## src/rtl/uart_rx_deserializer_if.sv

```systemverilog
// Serial-in / byte-out bundle between the UART receiver and the frame-collection logic.
// The receiver takes the master view; the byte consumer (and the line driver) the slave view.
interface uart_rx_deserializer_if;
   logic       uart_rx_d_in;
   logic [7:0] uart_received_data;
   logic       uart_rx_valid;
   logic       uart_rx_frame_err;
   logic       uart_rx_busy;

   modport master (
      input  uart_rx_d_in,
      output uart_received_data,
      output uart_rx_valid,
      output uart_rx_frame_err,
      output uart_rx_busy
   );

   modport slave (
      output uart_rx_d_in,
      input  uart_received_data,
      input  uart_rx_valid,
      input  uart_rx_frame_err,
      input  uart_rx_busy
   );
endinterface

```

## src/rtl/uart_rx_deserializer.sv

```systemverilog
// 8N1 LSB-first UART receiver without oversampling: one bit-period counter samples
// every bit at its centre and emits a byte with a one-cycle valid or frame-error pulse.
module uart_rx_deserializer #(
   parameter logic [27:0] CLOCK_FREQ = 28'd50000000,
   parameter logic [23:0] BAUD_RATE  = 24'd4000000
) (
   input  logic                    clk,
   input  logic                    reset,
   uart_rx_deserializer_if.master  rx_if
);

   localparam int unsigned CLKS_PER_BIT = 32'(CLOCK_FREQ / {4'd0, BAUD_RATE});
   localparam int unsigned HALF_BIT     = CLKS_PER_BIT / 2;
   localparam int unsigned CNT_W        = $clog2(CLKS_PER_BIT);

   localparam logic [CNT_W-1:0] CNT_HALF_END = CNT_W'(HALF_BIT - 1);
   localparam logic [CNT_W-1:0] CNT_BIT_END  = CNT_W'(CLKS_PER_BIT - 1);

   generate
      if (CLKS_PER_BIT < 4) begin : g_bad_baud
         $error("uart_rx_deserializer: CLOCK_FREQ/BAUD_RATE must be at least 4");
      end
   endgenerate

   typedef enum logic [2:0] {
      S_IDLE  = 3'd0,
      S_START = 3'd1,
      S_DATA  = 3'd2,
      S_STOP  = 3'd3,
      S_BREAK = 3'd4
   } state_t;

   logic             rst_meta_q, rst_meta_d;
   logic             rst_sync_q, rst_sync_d;
   logic             sync1_q, sync1_d;
   logic             sync2_q, sync2_d;
   logic             rx_s;
   state_t           state_q, state_d;
   logic [CNT_W-1:0] cnt_q, cnt_d;
   logic [2:0]       idx_q, idx_d;
   logic [7:0]       shift_q, shift_d;
   logic [7:0]       data_q, data_d;
   logic             valid_q, valid_d;
   logic             ferr_q, ferr_d;
   logic             busy;

   // Reset asserts immediately but releases two clocks later, in step with clk.
   always_comb begin
      rst_meta_d = 1'b1;
      rst_sync_d = rst_meta_q;
   end

   always_ff @(posedge clk or negedge reset) begin
      if (!reset) begin
         rst_meta_q <= 1'b0;
         rst_sync_q <= 1'b0;
      end else begin
         rst_meta_q <= rst_meta_d;
         rst_sync_q <= rst_sync_d;
      end
   end

   always_comb begin
      sync1_d = rx_if.uart_rx_d_in;
      sync2_d = sync1_q;
   end

   assign rx_s = sync2_q;

   always_ff @(posedge clk or negedge rst_sync_q) begin
      if (!rst_sync_q) begin
         sync1_q <= 1'b1;
         sync2_q <= 1'b1;
         state_q <= S_IDLE;
         cnt_q   <= '0;
         idx_q   <= '0;
         shift_q <= '0;
         data_q  <= '0;
         valid_q <= 1'b0;
         ferr_q  <= 1'b0;
      end else begin
         sync1_q <= sync1_d;
         sync2_q <= sync2_d;
         state_q <= state_d;
         cnt_q   <= cnt_d;
         idx_q   <= idx_d;
         shift_q <= shift_d;
         data_q  <= data_d;
         valid_q <= valid_d;
         ferr_q  <= ferr_d;
      end
   end

   always_comb begin
      state_d = state_q;
      cnt_d   = cnt_q;
      idx_d   = idx_q;
      shift_d = shift_q;
      unique case (state_q)
         S_IDLE: begin
            if (!rx_s) begin
               state_d = S_START;
               cnt_d   = '0;
            end
         end
         S_START: begin
            // A start bit that is high again at its centre was only a glitch.
            if (cnt_q == CNT_HALF_END) begin
               if (rx_s) begin
                  state_d = S_IDLE;
               end else begin
                  state_d = S_DATA;
                  cnt_d   = '0;
                  idx_d   = '0;
               end
            end else begin
               cnt_d = cnt_q + 1'b1;
            end
         end
         S_DATA: begin
            if (cnt_q == CNT_BIT_END) begin
               shift_d[idx_q] = rx_s;
               cnt_d          = '0;
               idx_d          = idx_q + 3'd1;
               if (idx_q == 3'd7) begin
                  state_d = S_STOP;
               end
            end else begin
               cnt_d = cnt_q + 1'b1;
            end
         end
         S_STOP: begin
            if (cnt_q == CNT_BIT_END) begin
               cnt_d   = '0;
               state_d = rx_s ? S_IDLE : S_BREAK;
            end else begin
               cnt_d = cnt_q + 1'b1;
            end
         end
         S_BREAK: begin
            // Wait out a held-low line so it is not read as repeated start bits.
            if (rx_s) begin
               state_d = S_IDLE;
            end
         end
         default: begin
            state_d = S_IDLE;
         end
      endcase
   end

   always_comb begin
      data_d  = data_q;
      valid_d = 1'b0;
      ferr_d  = 1'b0;
      if ((state_q == S_STOP) && (cnt_q == CNT_BIT_END)) begin
         if (rx_s) begin
            data_d  = shift_q;
            valid_d = 1'b1;
         end else begin
            ferr_d = 1'b1;
         end
      end
      busy = (state_q != S_IDLE);
   end

   assign rx_if.uart_received_data = data_q;
   assign rx_if.uart_rx_valid      = valid_q;
   assign rx_if.uart_rx_frame_err  = ferr_q;
   assign rx_if.uart_rx_busy       = busy;

endmodule

```

## src/flat_wrapper.sv

```systemverilog
// flat-port wrapper written by rule: the top's interface ports become plain ports
module uart_rx_deserializer_flat 
#(
   parameter logic [27:0] CLOCK_FREQ = 28'd50000000,
   parameter logic [23:0] BAUD_RATE  = 24'd4000000
)
  (clk, reset, rx_if_uart_rx_d_in, rx_if_uart_received_data, rx_if_uart_rx_valid, rx_if_uart_rx_frame_err, rx_if_uart_rx_busy);
  uart_rx_deserializer_if rx_if_i ();
  input  logic clk;
  input  logic reset;
  input wire logic [$bits(rx_if_i.uart_rx_d_in)-1:0] rx_if_uart_rx_d_in;
  output wire logic [$bits(rx_if_i.uart_received_data)-1:0] rx_if_uart_received_data;
  output wire logic [$bits(rx_if_i.uart_rx_valid)-1:0] rx_if_uart_rx_valid;
  output wire logic [$bits(rx_if_i.uart_rx_frame_err)-1:0] rx_if_uart_rx_frame_err;
  output wire logic [$bits(rx_if_i.uart_rx_busy)-1:0] rx_if_uart_rx_busy;
  assign rx_if_i.uart_rx_d_in = rx_if_uart_rx_d_in;
  assign rx_if_uart_received_data = rx_if_i.uart_received_data;
  assign rx_if_uart_rx_valid = rx_if_i.uart_rx_valid;
  assign rx_if_uart_rx_frame_err = rx_if_i.uart_rx_frame_err;
  assign rx_if_uart_rx_busy = rx_if_i.uart_rx_busy;
  uart_rx_deserializer #(.CLOCK_FREQ(CLOCK_FREQ), .BAUD_RATE(BAUD_RATE)) u_core (.clk(clk), .reset(reset), .rx_if(rx_if_i));
endmodule
```

## config.mk

```make
export PLATFORM = sky130hd
export DESIGN_NAME = uart_rx_deserializer_flat
export DESIGN_NICKNAME = d
export VERILOG_FILES = /design/src/rtl/uart_rx_deserializer_if.sv /design/src/rtl/uart_rx_deserializer.sv /design/src/flat_wrapper.sv
export SDC_FILE = /design/constraint.sdc
export NUM_CORES = 1
export LEC_CHECK = 0
export ABC_AREA = 1
export ABC_CLOCK_PERIOD_IN_PS = 1000
export CAP_MARGIN = 5
export CORE_ASPECT_RATIO = 1.5
export CORE_MARGIN = 2
export CORE_UTILIZATION = 35
export DETAILED_ROUTE_END_ITERATION = 8
export GPL_TIMING_DRIVEN = 0
export SYNTH_ARGS = -nofsm -noshare
export SYNTH_HDL_FRONTEND = slang
export SYNTH_SLANG_ARGS = --single-unit
```

## constraint.sdc

```tcl
create_clock -name clk -period 1 [get_ports clk]
set_input_delay 0.2 -clock clk [delete_from_list [all_inputs] [get_ports clk]]
set_output_delay 0.2 -clock clk [all_outputs]
set_load 0.01 [all_outputs]
```

# [After elaboration in Yosys (flattened, before gate mapping)]
# Index checks and enable logic that the tools add are counted.
[op_classes] add_sub_neg=2 n_lt_le_gt_ge=2 n_eq_ne=14 mux=24 reduce_logical=11
[op_table] cell="$mux W3" count=10
[op_table] cell="$pmux W3 S5" count=1
[op_table] cell="$mux W4" count=3
[op_table] cell="$pmux W4 S3" count=1
[op_table] cell="$ne A2 B1 Y1 const B" count=5
[op_table] cell="$bwmux W8" count=1
[op_table] cell="$eq A3 B2 Y1 const B" count=2
[op_table] cell="$eq A3 B3 Y1 const B" count=2
[op_table] cell="$pmux W3 S2" count=1
[op_table] cell="$reduce_and A6 Y1" count=1
[op_table] cell="$reduce_bool A3 Y1" count=2
[op_table] cell="$mux W1" count=5
[op_table] cell="$add A4 B1 Y4 const B" count=1
[op_table] cell="$eq A4 B3 Y1 const B" count=1
[op_table] cell="$eq A4 B4 Y1 const B" count=1
[op_table] cell="$lt A3 B4 Y1 const B" count=1
[op_table] cell="$ne A2 B2 Y1 const B" count=2
[op_table] cell="$reduce_and A2 Y1" count=2
[op_table] cell="$reduce_and A4 Y1" count=1
[op_table] cell="$add A3 B1 Y3 const B" count=1
[op_table] cell="$demux W1 S3" count=1
[op_table] cell="$eq A3 B1 Y1 const B" count=1
[op_table] cell="$ge A3 B1 Y1 const B" count=1
[op_table] cell="$logic_not A3 Y1" count=1
[op_table] cell="4 further kinds" count=5
[word_totals] ff_bits=32 in_bits=3 output_inout_bits=11 word_cells=64

# [Logic depth before layout (Yosys ltp)]
[logic_depth] ltp_word=5 depth_mapped=9 depth_no_buf=9

# [Worst setup path after synthesis]
# Ideal clock, no wire load.
[synth_path] kind="register -> register" startpoint="reg u_core.cnt_q[0]" endpoint="reg u_core.state_q[1]" setup_time_ns=0.113 t_arrival_ns=1.231 t_required_ns=0.887 slack_ns=-0.344 stages_incl_launch_ff=9 n_path_buf=0 period_less_slack_ns=1.344 cell_sequence="dfrtp_1 -> ha_1 -> nand3_4 -> nand2_1 -> nand2_1 -> nor2_2 -> nand3_1 -> nand2_1 -> inv_1"
[synth_via] elab_chain_cells=3 elab_cells_between_ends=6 cone_classes="eq/ne (5); reduce/logical (1)"
[synth_lines] item="start: declaration" line="uart_rx_deserializer.sv:39" rtl="logic [CNT_W-1:0] cnt_q, cnt_d;"
[synth_lines] item="start signal: assignment" line="uart_rx_deserializer.sv:85" rtl="cnt_q <= cnt_d;"
[synth_lines] item="$eq A4 B4 Y1 or $eq A4 B3 Y1 (tied branches)" line="uart_rx_deserializer.sv:121, uart_rx_deserializer.sv:133, uart_rx_deserializer.sv:108"
[synth_lines] item="$ne A2 B1 Y1 (no line)"
[synth_lines] item="$reduce_and A6 Y1 (no line) (*)"
[synth_lines] item="end signal: assignment" line="uart_rx_deserializer.sv:84" rtl="state_q <= state_d;"
[synth_lines] item="end: declaration" line="uart_rx_deserializer.sv:38" rtl="state_t state_q, state_d;"
# Mark *: on every way between the ends. The rest lies on a longest branch, timed or not.
# A chain may end at the register's enable or synchronous reset.

# [Worst setup path after layout]
[layout_path] startpoint="reg u_core.cnt_q[0]" endpoint="reg u_core.shift_q[6]"
[layout_via] elab_chain_cells=2
[layout_lines] item="$eq A4 B4 Y1" line="uart_rx_deserializer.sv:121" rtl="if (cnt_q == CNT_BIT_END) begin"
[layout_lines] item="$reduce_and A2 Y1 (no line)"
[layout_lines] item="end signal: assignment" line="uart_rx_deserializer.sv:87" rtl="shift_q <= shift_d;"
[layout_lines] item="end: declaration" line="uart_rx_deserializer.sv:41" rtl="logic [7:0] shift_q, shift_d;"
# Every way passes these cells.

==> flow_metrics.env <==
export IMPL_hold_ws_ns=0.0733
export IMPL_cp_max_fo=7
export IMPL_numCtsBuffers=5
export IMPL_ios=14
export IMPL_placed_cells=235
export IMPL_fp_row_count=29
export IMPL_clock_skew_ns=0.00848
export IMPL_holdBufCountCts=0
export IMPL_first_global_vias=1284
export IMPL_r2r_setup_slack_ns=-0.40
export IMPL_synth_seq_cells=32
export IMPL_die_area_mm2=0.00490
export IMPL_htreeDepth=2
export IMPL_layout_worst_path_cycle_share_pct=140
export IMPL_cp_arrival_ns=1.57
export IMPL_violations="negative setup slack"
export IMPL_dr_pass1_iters=4
export IMPL_slew_headroom_pct=56.9
export IMPL_endpoint_kind="flop"
export IMPL_final_cell_area_mm2=0.00224
export IMPL_timing_rr_start="u_core.cnt_q[0]"
export IMPL_cts_buffer_depth=2
export IMPL_grt_max_degree=31
export IMPL_synth_top_cell_by_area="dfrtp_1"
export IMPL_fin_nets=229
export IMPL_synth_area_mm2=0.00152
export IMPL_setup_viol=29
export IMPL_cp_slowest_stage_delay_ns=0.41
export IMPL_cts_tree="done"
export IMPL_clkSinkCount=32
export IMPL_status="finished, violations left"
export IMPL_final_cell_mix="nand2_1, dfrtp_1, buf_4"
export IMPL_fin_util_pct=53.2
export IMPL_ys_seq_area_share_pct=52.8
export IMPL_synth_area_leaders="dfrtp_1, nand2_1, o21ai_0"
export IMPL_syn_nets=183
export IMPL_critPathLaunchType="flop"
export IMPL_powerDensity_mw_per_mm2=2310
export IMPL_hold_path_class="in -> async"
export IMPL_clkSlewWorstSetupHoldPaths_ns=0.07
export IMPL_final_common_cell="nand2_1"
export IMPL_instances_no_fill=269
export IMPL_crit_end="u_core.shift_q[6]"
export IMPL_cap_viol_max_count=0
export IMPL_dp_hpwl_um=2030
export IMPL_p_leak_nw=1.07
export IMPL_area_growth_pct=47.3
export IMPL_finalHoldViolCount=0
export IMPL_start_util_pct=36.1
export IMPL_layout_setup_ws_ns=-0.397
export IMPL_synth_top_area_share_pct=49.4
export IMPL_clockRootBuffer="clkbuf_8"
export IMPL_n_fill_cell=384
export IMPL_path_cells="ha_4 -> nand3_4 -> nor2_4 -> nand3_2 -> nand2_1 -> o21ai_1"
export IMPL_io_buffers=13
export IMPL_track_usage_pct=14.7
export IMPL_overflow=0
export IMPL_drt_iter0_drc=27
export IMPL_r2r_end="u_core.shift_q[6]"
export IMPL_die_h_um=84.7
export IMPL_wl_per_cell_um=13.0
export IMPL_ant_nets=0
export IMPL_synthCells=176
export IMPL_drive_above_1_share_pct=51.6
export IMPL_gp_congestion=0.835
export IMPL_worstRegToRegCells=6
export IMPL_vdd_ir_drop_max_mv=1.77
export IMPL_place_area_mm2=0.00176
export IMPL_synth_warnings=0
export IMPL_grt_pass1_wl_um=5490
export IMPL_die_x_um=57.8
export IMPL_clk_latency_ns=0.29
export IMPL_synth_cell_type_count=24
export IMPL_antenna_cells=0
export IMPL_min_period_ns=1.40
export IMPL_slew_violations=0
export IMPL_fmax_mhz=716
export IMPL_avgSynthCellArea_um2=8.64
export IMPL_tns_ns=-9.45
export IMPL_core_area_mm2=0.00421
export IMPL_required_ns=1.17
export IMPL_crit_type="reg -> reg"
export IMPL_worst_slew_pin_slew_ns=0.646
export IMPL_drc_errors=0
export IMPL_antenna_found_initial=0
export IMPL_rsz0062_at_grt="yes"
export IMPL_via_count=1319
export IMPL_cp_slowest_cell="dfrtp_2"
export IMPL_routed_wl_um=3510
export IMPL_startpoint="u_core.cnt_q[0]"
export IMPL_via_per_inst=4.90
==> per-layer routing <==
layer / GRT usage (%) / routed length [um] / up-vias
li1: - / - / 662
met1: 15.6 / 1370 / 628
met2: 25.2 / 1950 / 21
met3: 3.70 / 96 / 8
met4: 8.88 / 95 / 0
met5: 0 / 0 / -
==> metrics by stage <==
| step | total power, mW | setup slack [ns] |
|---|---|---|
| 3_3_place_gp | 2.99 | -0.491 |
| 3_5_place_dp | 3.00 | -0.459 |
| 4_1_cts | 4.70 | -0.381 |
| 6_report | 5.17 | -0.397 |
| 5_1_grt | 5.49 | -0.466 |
| 2_1_floorplan | 2.69 | -0.259 |
==> registers in the layout, indices dropped and copies added, names as in the netlist <==
signal / flops
u_core.rx_if.uart_received_data: 8
u_core.shift_q: 8
u_core.cnt_q: 4
u_core.idx_q: 3
u_core.state_q: 3
u_core.rst_meta_q: 1
u_core.rst_sync_q: 1
u_core.rx_if.uart_rx_frame_err: 1
u_core.rx_if.uart_rx_valid: 1
u_core.rx_s: 1
u_core.sync1_q: 1
==> kinds of logic (layout without fill, tap and decap cells) <==
kind of cell	count (synthesis)	after routing	synth area share [%]
buffers and inverters	18	64	5.43
other	1	1	0.247
DFF	32	32	52.8
adders and majority gates	4	4	3.29
AOI/OAI and AO/OA	23	23	7.90
and+or+nand+nor	98	99	30.3
==> how the worst min path moves through the flow <==
stage | from | end | depth (start not counted) | slack, ns
floorplan | reset | u_core.rst_meta_q | 0 | -0.1
global placement | u_core.rst_meta_q | u_core.rst_sync_q | 0 | 0.33
detailed placement | u_core.rst_meta_q | u_core.rst_sync_q | 0 | 0.34
CTS | reset | u_core.rst_meta_q | 1 | 0.07
global route | reset | u_core.rst_meta_q | 1 | 0.07
finish | reset | u_core.rst_meta_q | 1 | 0.07
==> where the power goes <==
| part | switching (mW) | internal, mW |
|---|---|---|
| logic | 1.35 | 0.950 |
| clock network | 0.473 | 0.738 |
| registers | 0.216 | 1.44 |
==> final cells by class <==
class / count / area (um^2) / share of cell area (%)
Multi-Input combinational cell: 127 / 888 / 39.7
Buffer: 2 / 26.3 / 1.17
Timing Repair Buffer: 38 / 287 / 12.8
Tap cell: 46 / 57.6 / 2.57
Clock buffer: 6 / 72.6 / 3.24
Inverter: 16 / 62.6 / 2.79
Clock inverter: 2 / 35.0 / 1.56
Sequential cell: 32 / 811 / 36.2
==> Yosys cell counts <==
cell      number
nand2_1       58
dfrtp_1       30
o21ai_0       16
inv_1         14
nor2_1        13
nand3_1       11
a21oi_1        5
nand4_1        5
ha_1           4
buf_6          2
dfstp_2        2
inv_2          2
nor2_2         2
nor2_4         2
a21boi_1       1
a22oi_1        1
conb_1         1
nand3_2        1
nand3_4        1
nand3b_1       1
nor3_1         1
nor3_2         1
nor3_4         1
or2_1          1
==> critical path: cells and delay by family (launching register included) <==
family          cells  cell delay [ns]
simple gates        4             0.64
flops               1             0.41
fa+ha+maj           1             0.16
compound gates      1             0.06
==> what timing repair did <==
action	CTS	global route
pin swaps	10	16
resized for setup	86	29
cloned	0	1
buffers inserted	11	14
setup endpoints to repair	69	38
Power figures use the tool's default switching activity.
